$ cat src/rtl/store_buffer.sv
// Store buffer: holds stores from dispatch until ROB commit, then drains them to memory in order.
// Also forwards data from older stores to loads.
module store_buffer #(
  parameter int SB_ENTRY    = 8,
  parameter int WORD_SIZE_P = 16
) (
  input  logic                        clk_i,
  input  logic                        reset_i,
  input  logic                        alloc_valid_i,
  output logic                        alloc_ready_o,
  output logic [$clog2(SB_ENTRY)-1:0] alloc_idx_o,
  input  logic                        wr_valid_i,
  input  logic [$clog2(SB_ENTRY)-1:0] wr_idx_i,
  input  logic [WORD_SIZE_P-1:0]      wr_addr_i,
  input  logic [WORD_SIZE_P-1:0]      wr_data_i,
  input  logic                        rob_sb_valid_i,
  input  logic                        rob_mispredict_i,
  output logic                        mem_valid_o,
  input  logic                        mem_ready_i,
  output logic [WORD_SIZE_P-1:0]      mem_addr_o,
  output logic [WORD_SIZE_P-1:0]      mem_data_o,
  input  logic [WORD_SIZE_P-1:0]      ld_addr_i,
  input  logic [$clog2(SB_ENTRY)-1:0] ld_sb_pt_i,
  output logic                        ld_hit_o,
  output logic [WORD_SIZE_P-1:0]      ld_data_o,
  output logic                        ld_stall_o,
  output logic                        sb_empty_o,
  output logic                        sb_err_o,
  output logic [2*SB_ENTRY-1:0]       dbg_state_o
);

  localparam int IW = $clog2(SB_ENTRY);

  // Entry state, also visible on dbg_state_o (2 bits per entry, entry i at [2i+1:2i]).
  typedef enum logic [1:0] {
    E_FREE   = 2'd0,
    E_ALLOC  = 2'd1,
    E_READY  = 2'd2,
    E_COMMIT = 2'd3
  } entry_st_e;

  entry_st_e               st_q [SB_ENTRY];
  entry_st_e               st_n [SB_ENTRY];
  logic [WORD_SIZE_P-1:0]  addr_q [SB_ENTRY];
  logic [WORD_SIZE_P-1:0]  data_q [SB_ENTRY];
  logic [IW-1:0]           drain_pt_q, commit_pt_q, alloc_pt_q;
  logic [IW-1:0]           drain_pt_n, commit_pt_n, alloc_pt_n;
  logic [IW:0]             count_q, count_n, n_comm;
  logic                    err_q;
  logic                    alloc_fire, fill_fire, drain_fire;

  // Handshakes: a transfer happens in a cycle where valid and ready are both high at the
  // rising edge; valid never depends on ready, and payload is stable while valid waits.
  assign alloc_ready_o = count_q < (IW+1)'(SB_ENTRY);
  assign alloc_idx_o   = alloc_pt_q;
  assign mem_valid_o   = (st_q[drain_pt_q] == E_COMMIT);
  assign mem_addr_o    = mem_valid_o ? addr_q[drain_pt_q] : '0;
  assign mem_data_o    = mem_valid_o ? data_q[drain_pt_q] : '0;
  assign sb_empty_o    = (count_q == '0);
  assign sb_err_o      = err_q;

  // A flush discards any alloc or fill presented in the same cycle.
  assign alloc_fire = alloc_valid_i & alloc_ready_o & ~rob_mispredict_i;
  assign fill_fire  = wr_valid_i & (st_q[wr_idx_i] == E_ALLOC) & ~rob_mispredict_i;
  assign drain_fire = mem_valid_o & mem_ready_i;

  always_comb begin
    st_n = st_q;
    if (alloc_fire)     st_n[alloc_pt_q]  = E_ALLOC;
    if (fill_fire)      st_n[wr_idx_i]    = E_READY;
    if (rob_sb_valid_i) st_n[commit_pt_q] = E_COMMIT;
    if (drain_fire)     st_n[drain_pt_q]  = E_FREE;
    n_comm = '0;
    for (int i = 0; i < SB_ENTRY; i++) begin
      if (rob_mispredict_i && (st_n[i] == E_ALLOC || st_n[i] == E_READY)) st_n[i] = E_FREE;
      if (st_n[i] == E_COMMIT) n_comm = n_comm + (IW+1)'(1);
    end
    drain_pt_n  = drain_fire ? drain_pt_q + IW'(1) : drain_pt_q;
    commit_pt_n = rob_sb_valid_i ? commit_pt_q + IW'(1) : commit_pt_q;
    if (rob_mispredict_i) begin
      alloc_pt_n = commit_pt_n;
      count_n    = n_comm;
    end else begin
      alloc_pt_n = alloc_fire ? alloc_pt_q + IW'(1) : alloc_pt_q;
      count_n    = count_q + (IW+1)'(alloc_fire) - (IW+1)'(drain_fire);
    end
  end

  always_ff @(posedge clk_i or negedge reset_i) begin
    if (!reset_i) begin
      for (int i = 0; i < SB_ENTRY; i++) st_q[i] <= E_FREE;
      drain_pt_q  <= '0;
      commit_pt_q <= '0;
      alloc_pt_q  <= '0;
      count_q     <= '0;
      err_q       <= 1'b0;
    end else begin
      for (int i = 0; i < SB_ENTRY; i++) st_q[i] <= st_n[i];
      drain_pt_q  <= drain_pt_n;
      commit_pt_q <= commit_pt_n;
      alloc_pt_q  <= alloc_pt_n;
      count_q     <= count_n;
      if (rob_sb_valid_i && st_q[commit_pt_q] != E_READY) err_q <= 1'b1;
    end
  end

  // Payload is only observed once its entry is READY or COMMITTED, so it needs no reset.
  always_ff @(posedge clk_i) begin
    if (fill_fire) begin
      addr_q[wr_idx_i] <= wr_addr_i;
      data_q[wr_idx_i] <= wr_data_i;
    end
  end

  logic [IW-1:0] fwd_win, fwd_idx;

  // Walk oldest to youngest so the last matching entry wins.
  always_comb begin
    ld_hit_o   = 1'b0;
    ld_stall_o = 1'b0;
    ld_data_o  = '0;
    fwd_idx    = '0;
    fwd_win    = ld_sb_pt_i - drain_pt_q;
    for (int i = 0; i < SB_ENTRY; i++) begin
      fwd_idx = drain_pt_q + IW'(i);
      if (IW'(i) < fwd_win) begin
        if (st_q[fwd_idx] == E_ALLOC) begin
          ld_stall_o = 1'b1;
        end else if (st_q[fwd_idx] != E_FREE && addr_q[fwd_idx] == ld_addr_i) begin
          ld_hit_o  = 1'b1;
          ld_data_o = data_q[fwd_idx];
        end
      end
    end
    if (ld_stall_o) begin
      ld_hit_o  = 1'b0;
      ld_data_o = '0;
    end
  end

  always_comb begin
    dbg_state_o = '0;
    for (int i = 0; i < SB_ENTRY; i++) dbg_state_o[2*i +: 2] = st_q[i];
  end

endmodule

$ cat config.mk
export PLATFORM = sky130hd
export DESIGN_NAME = store_buffer
export DESIGN_NICKNAME = d
export VERILOG_FILES = /design/src/rtl/store_buffer.sv
export SDC_FILE = /design/constraint.sdc
export NUM_CORES = 1
export LEC_CHECK = 0
export ABC_AREA = 1
export CELL_PAD_IN_SITES_DETAIL_PLACEMENT = 1
export CELL_PAD_IN_SITES_GLOBAL_PLACEMENT = 1
export CORE_MARGIN = 1.5
export CORE_UTILIZATION = 41
export CTS_CLUSTER_SIZE = 12
export DETAILED_ROUTE_END_ITERATION = 10
export PLACE_DENSITY = 0.75
export SYNTH_ARGS = -nofsm -noshare
export SYNTH_HDL_FRONTEND = slang
export SYNTH_SLANG_ARGS = --single-unit
$ cat constraint.sdc
create_clock -name clk_i -period 5.59 [get_ports clk_i]
set_input_delay 1.677 -clock clk_i [delete_from_list [all_inputs] [get_ports clk_i]]
set_output_delay 1.677 -clock clk_i [all_outputs]
set_load 0.05 [all_outputs]
==> impl_results.rst <==
.. list-table::
   :header-rows: 1

   * - Metric
     - Value
   * - Synthesis Warnings
     - 0
   * - Dpl cells
     - roughly 4k
   * - Reg power frac
     - between 10% and 20%
   * - P_sw
     - 9.322 mW
   * - Final Hold Vio Count
     - 0
   * - Setup repair after global routing missed its margin
     - true
   * - Number of clock sinks
     - ~290
   * - Total routing usage reported by global routing
     - about a third
   * - Nets
     - between 3k and 4k
   * - Vias in the first global route
     - between 20k and 25k
   * - Share of final-layout standard cells stronger than drive strength 1
     - between 10% and 20%
   * - Number of buffers added by the clock tree synthesis step
     - 36
   * - Root buffer cell
     - sky130_fd_sc_hd__clkbuf_16
   * - Number of antenna violations at the first check in global routing
     - 7
   * - Setup Skew
     - about 20 ps
   * - Routing usage on met3
     - between 6 and 7%
   * - Final ANT Viol Nets
     - 0
   * - Number of enable flip-flop cells after synthesis
     - roughly 260
   * - Final routed wire length divided by cell count
     - ~24 um
   * - Cell type with the highest aggregate area in the netlist
     - sky130_fd_sc_hd__edfxtp_1
   * - TritonCTS clock tree
     - built
   * - DP HPWL
     - 70.75 mm
   * - Count of different cell masters after synthesis
     - 60
   * - Final setup violation count
     - 18
   * - Met1 track utilization from global routing
     - 47.69%
   * - Status
     - finished with violations
   * - Maximum number of pins on one net before global-route repair
     - 140
   * - Clock transition at path regs
     - 60 ps
   * - Number of vias after detailed routing
     - 23.78k
   * - Largest driver fanout on the critical path
     - 7
   * - Deepest clock path buffer count
     - 3
   * - Area grow syn2layout
     - 24.73%
   * - Non-filler instance count after layout
     - around 4.1k
   * - Peak ir drop on the vdd network
     - about 0.0004 V
   * - Worst slew pin tran
     - between 700 and 800 ps
   * - Fill cell total of the finished layout
     - roughly 6.8k
   * - Gr busiest metal
     - met2
   * - Met2 usage in global routing
     - roughly 54%
   * - Synth Area in XOR/XNOR
     - about 2.3%
   * - Share of the synthesized area in the top cell type
     - between 30 and 40%
   * - Slowest stage cell, crit path
     - sky130_fd_sc_hd__fa_2
   * - Max Clock Freq
     - 0.1614 GHz
   * - Dominant combinational cell family by area after synthesis
     - simple AND/OR/NAND/NOR gates
   * - Final Cycle Share
     - 110.8%
   * - Final max-slew violation count
     - 0
   * - Post-Synth Adder-Cell Area
     - under 10%
   * - Violated checks
     - setup timing
   * - Overall power after layout
     - about 17 mW
   * - Clock group share of total power
     - approximately 14%
   * - Syn avg cell area
     - around 7.2 sq um
   * - Critical path type
     - in2out
   * - Overall overflow remaining after global route
     - 0
   * - Buffers on Ports
     - about 130
   * - CP arrival
     - 4520 ps
   * - Drt initial violations
     - around 2.2k
   * - Max-cap check violation count
     - 0
   * - Final wirelength
     - roughly 99 mm
   * - Total number of H-tree levels
     - 2
   * - Commonest cells in the synthesized netlist
     - sky130_fd_sc_hd__nand2_1, sky130_fd_sc_hd__o21ai_0, sky130_fd_sc_hd__edfxtp_1
   * - Number of top-level design ports
     - 134
   * - Cell area power density
     - between 600 and 700 nW/um^2
   * - Die Height
     - between 200 and 250 um
   * - Die area
     - 56440 sq um
   * - Synthesized netlist net count
     - ~3.2k
   * - First-pass iteration count of the detailed router
     - 5
   * - Final RePlAce weighted congestion
     - approximately 1.0
   * - CORE AREA
     - approximately 54000 sq um
   * - Category of the worst setup path capture point
     - output pin
   * - Fraction of the mapped netlist area in compound gates
     - between 10% and 20%
   * - Latest clock arrival within the worst-skew pair
     - ~580 ps
   * - Post-Synthesis Cells
     - around 3.1k
   * - Worst slew margin relative to its limit
     - 48.58%
   * - Mux share of post-synthesis cell area
     - 4.453%
   * - Effective utilization at floorplan
     - between 40% and 50%
   * - Per-cell via count in the routed design
     - roughly 5.8
   * - Crit start category
     - primary input
   * - Register cell area after layout
     - about 8400 sq um
   * - Site row count
     - between 80 and 90
   * - Async set or reset register ratio after synthesis
     - a little over a tenth
   * - Sw frac
     - a little over half
   * - Die extent in x
     - between 200 and 250 um
   * - Worst-path cell chain
     - buf_12, inv_12, ha_4, inv_2, fa_2, xor2_4, nand2_4, buf_6, buf_6, o21ai_2, o221ai_1, a31oi_1, o221ai_2, a21oi_4, buf_12, clkinvlp_4, buf_6, a21oi_4, buf_12
   * - Tightest Hold Check Type
     - reg2reg
   * - Leakage power of the design
     - about 12 nW
   * - Area used by multi-input combinational logic
     - ~13000 sq um
   * - Library cell with the highest instance count after synthesis
     - sky130_fd_sc_hd__nand2_1
   * - Critical path required time
     - just under 4000 ps
   * - Wire length of the first global-routing pass
     - roughly 150 mm
   * - Area contributors post-synth
     - sky130_fd_sc_hd__edfxtp_1, sky130_fd_sc_hd__nand2_1, sky130_fd_sc_hd__o21ai_0, sky130_fd_sc_hd__mux2i_1, sky130_fd_sc_hd__nor2_1
   * - CP peak stage delay
     - 410 ps
   * - Seq/Total Area, Yosys
     - 37.40%
   * - Post-route minimum period
     - just over 6000 ps
   * - Post-route DRC violation count
     - 0
   * - Simple logic cell fraction of the synthesized area
     - around 28%
   * - Slack of the critical path
     - -606.1 ps
   * - Cell internal power dissipation
     - ~7.8 mW
   * - Combinational Power Share
     - 70.7%
   * - Synthesized cell area
     - between 20000 and 25000 sq um
   * - Most used flip-flop cell after synthesis
     - sky130_fd_sc_hd__edfxtp_1
   * - Seq cells post-synth
     - roughly 290
cell type report:
type,count,area share [%]
Tap cell,696,3.094
Inverter,237,3.335
Antenna cell,5,0.04446
Sequential cell,286,30.02
Multi-Input combinational cell,2423,45.07
Timing Repair Buffer,403,14.08
Clock inverter,21,0.9737
Clock buffer,44,3.383
layer usage:
metal  vias to the layer above  share of wire, %
li1                      10980                 -
met1                     11770                45
met2                       878                45
met3                       150               8.2
met4                         4               2.5
met5                         -             0.024
sequential cells by signal (all words and copies together) (netlist names):
signal	count
dbg_state_o	16
commit_pt_q	3
alloc_idx_o	3
count_q	4
sb_err_o	1
addr_q	128
drain_pt_q	3
data_q	128
layout by cell type, fill, tap and decap left out, types with 40 or more instances in the layout:
cell type,n
sky130_fd_sc_hd__a21oi_1,41
sky130_fd_sc_hd__buf_12,41
sky130_fd_sc_hd__buf_4,257
sky130_fd_sc_hd__clkbuf_16,40
sky130_fd_sc_hd__clkdlybuf4s50_1,72
sky130_fd_sc_hd__edfxtp_1,256
sky130_fd_sc_hd__inv_1,204
sky130_fd_sc_hd__mux2i_1,98
sky130_fd_sc_hd__nand2_1,1008
sky130_fd_sc_hd__nand3_1,140
sky130_fd_sc_hd__nor2_1,230
sky130_fd_sc_hd__o211ai_1,46
sky130_fd_sc_hd__o21ai_0,397
sky130_fd_sc_hd__o21ai_1,121
sky130_fd_sc_hd__xor2_1,48
logic make-up (layout without fill, tap and decap cells):
logic type,Yosys count,after routing
AOI/OAI and AO/OA,726,726
xor gates and xnor gates,55,55
adders and majority gates,23,23
buffers and inverters,431,705
DFF,286,286
muxes,100,100
other,0,5
and+or+nand+nor,1519,1519
timing repair:
item / 4_1_cts / 5_1_grt
cloned: 3 / 3
pin swaps: 27 / 30
hold buffers: 0 / 0
buffers inserted: 9 / 13
resized for setup: 58 / 84
endpoints found under the setup margin: 21 / 22
power groups by stage:
stage	clock [mW]	combinational (mW)	sequential [mW]
floorplan	0	6.91	2.66
global placement	0	11.1	2.57
detailed placement	0	11.4	2.58
CTS	2.51	11.7	2.54
global route	2.58	12.9	2.55
finish	2.48	12.1	2.54
path summary, 6_finish.rpt:
kind	slack (ps)	cells past startpoint	startpoint	end
worst max-delay path	-610	19	ld_sb_pt_i[0]	ld_data_o[9]
worst min-delay path	540	1	sb_err_o	sb_err_o
worst max register to register	240	27	drain_pt_q[0]	count_q[1]
worst min register to register	540	1	sb_err_o	sb_err_o
max in group asynchronous	3710	2	reset_i	drain_pt_q[1]
min in group asynchronous	1520	2	reset_i	dbg_state_o[0]
worst max-delay path, delay by kind of cell:
family | cells | cell delay, ps
AND/OR/NAND/NOR | 1 | 80
AO/OA/AOI/OAI | 6 | 940
adder cells (fa/ha/maj) | 2 | 530
XOR/XNOR | 1 | 210
buffers and inverters | 9 | 1070
metrics by stage:
stage          hold slack, ps  area [sq um]  utilization [%]  setup slack (ps)  TNS [ps]
6_report                539.9         28140            51.99            -606.1     -9981
5_1_grt                 570.1         28140            51.98            -714.8    -11790
4_1_cts                 528.3         27700            51.18            -720.2    -11880
3_5_place_dp            500.7         26210            48.42            -934.2    -18000
3_3_place_gp            516.7         26210            48.42            -860.9    -15490
2_1_floorplan           548.3         22810                -            -220.9     -1225
No activity file was read; power rests on OpenSTA's default activity.
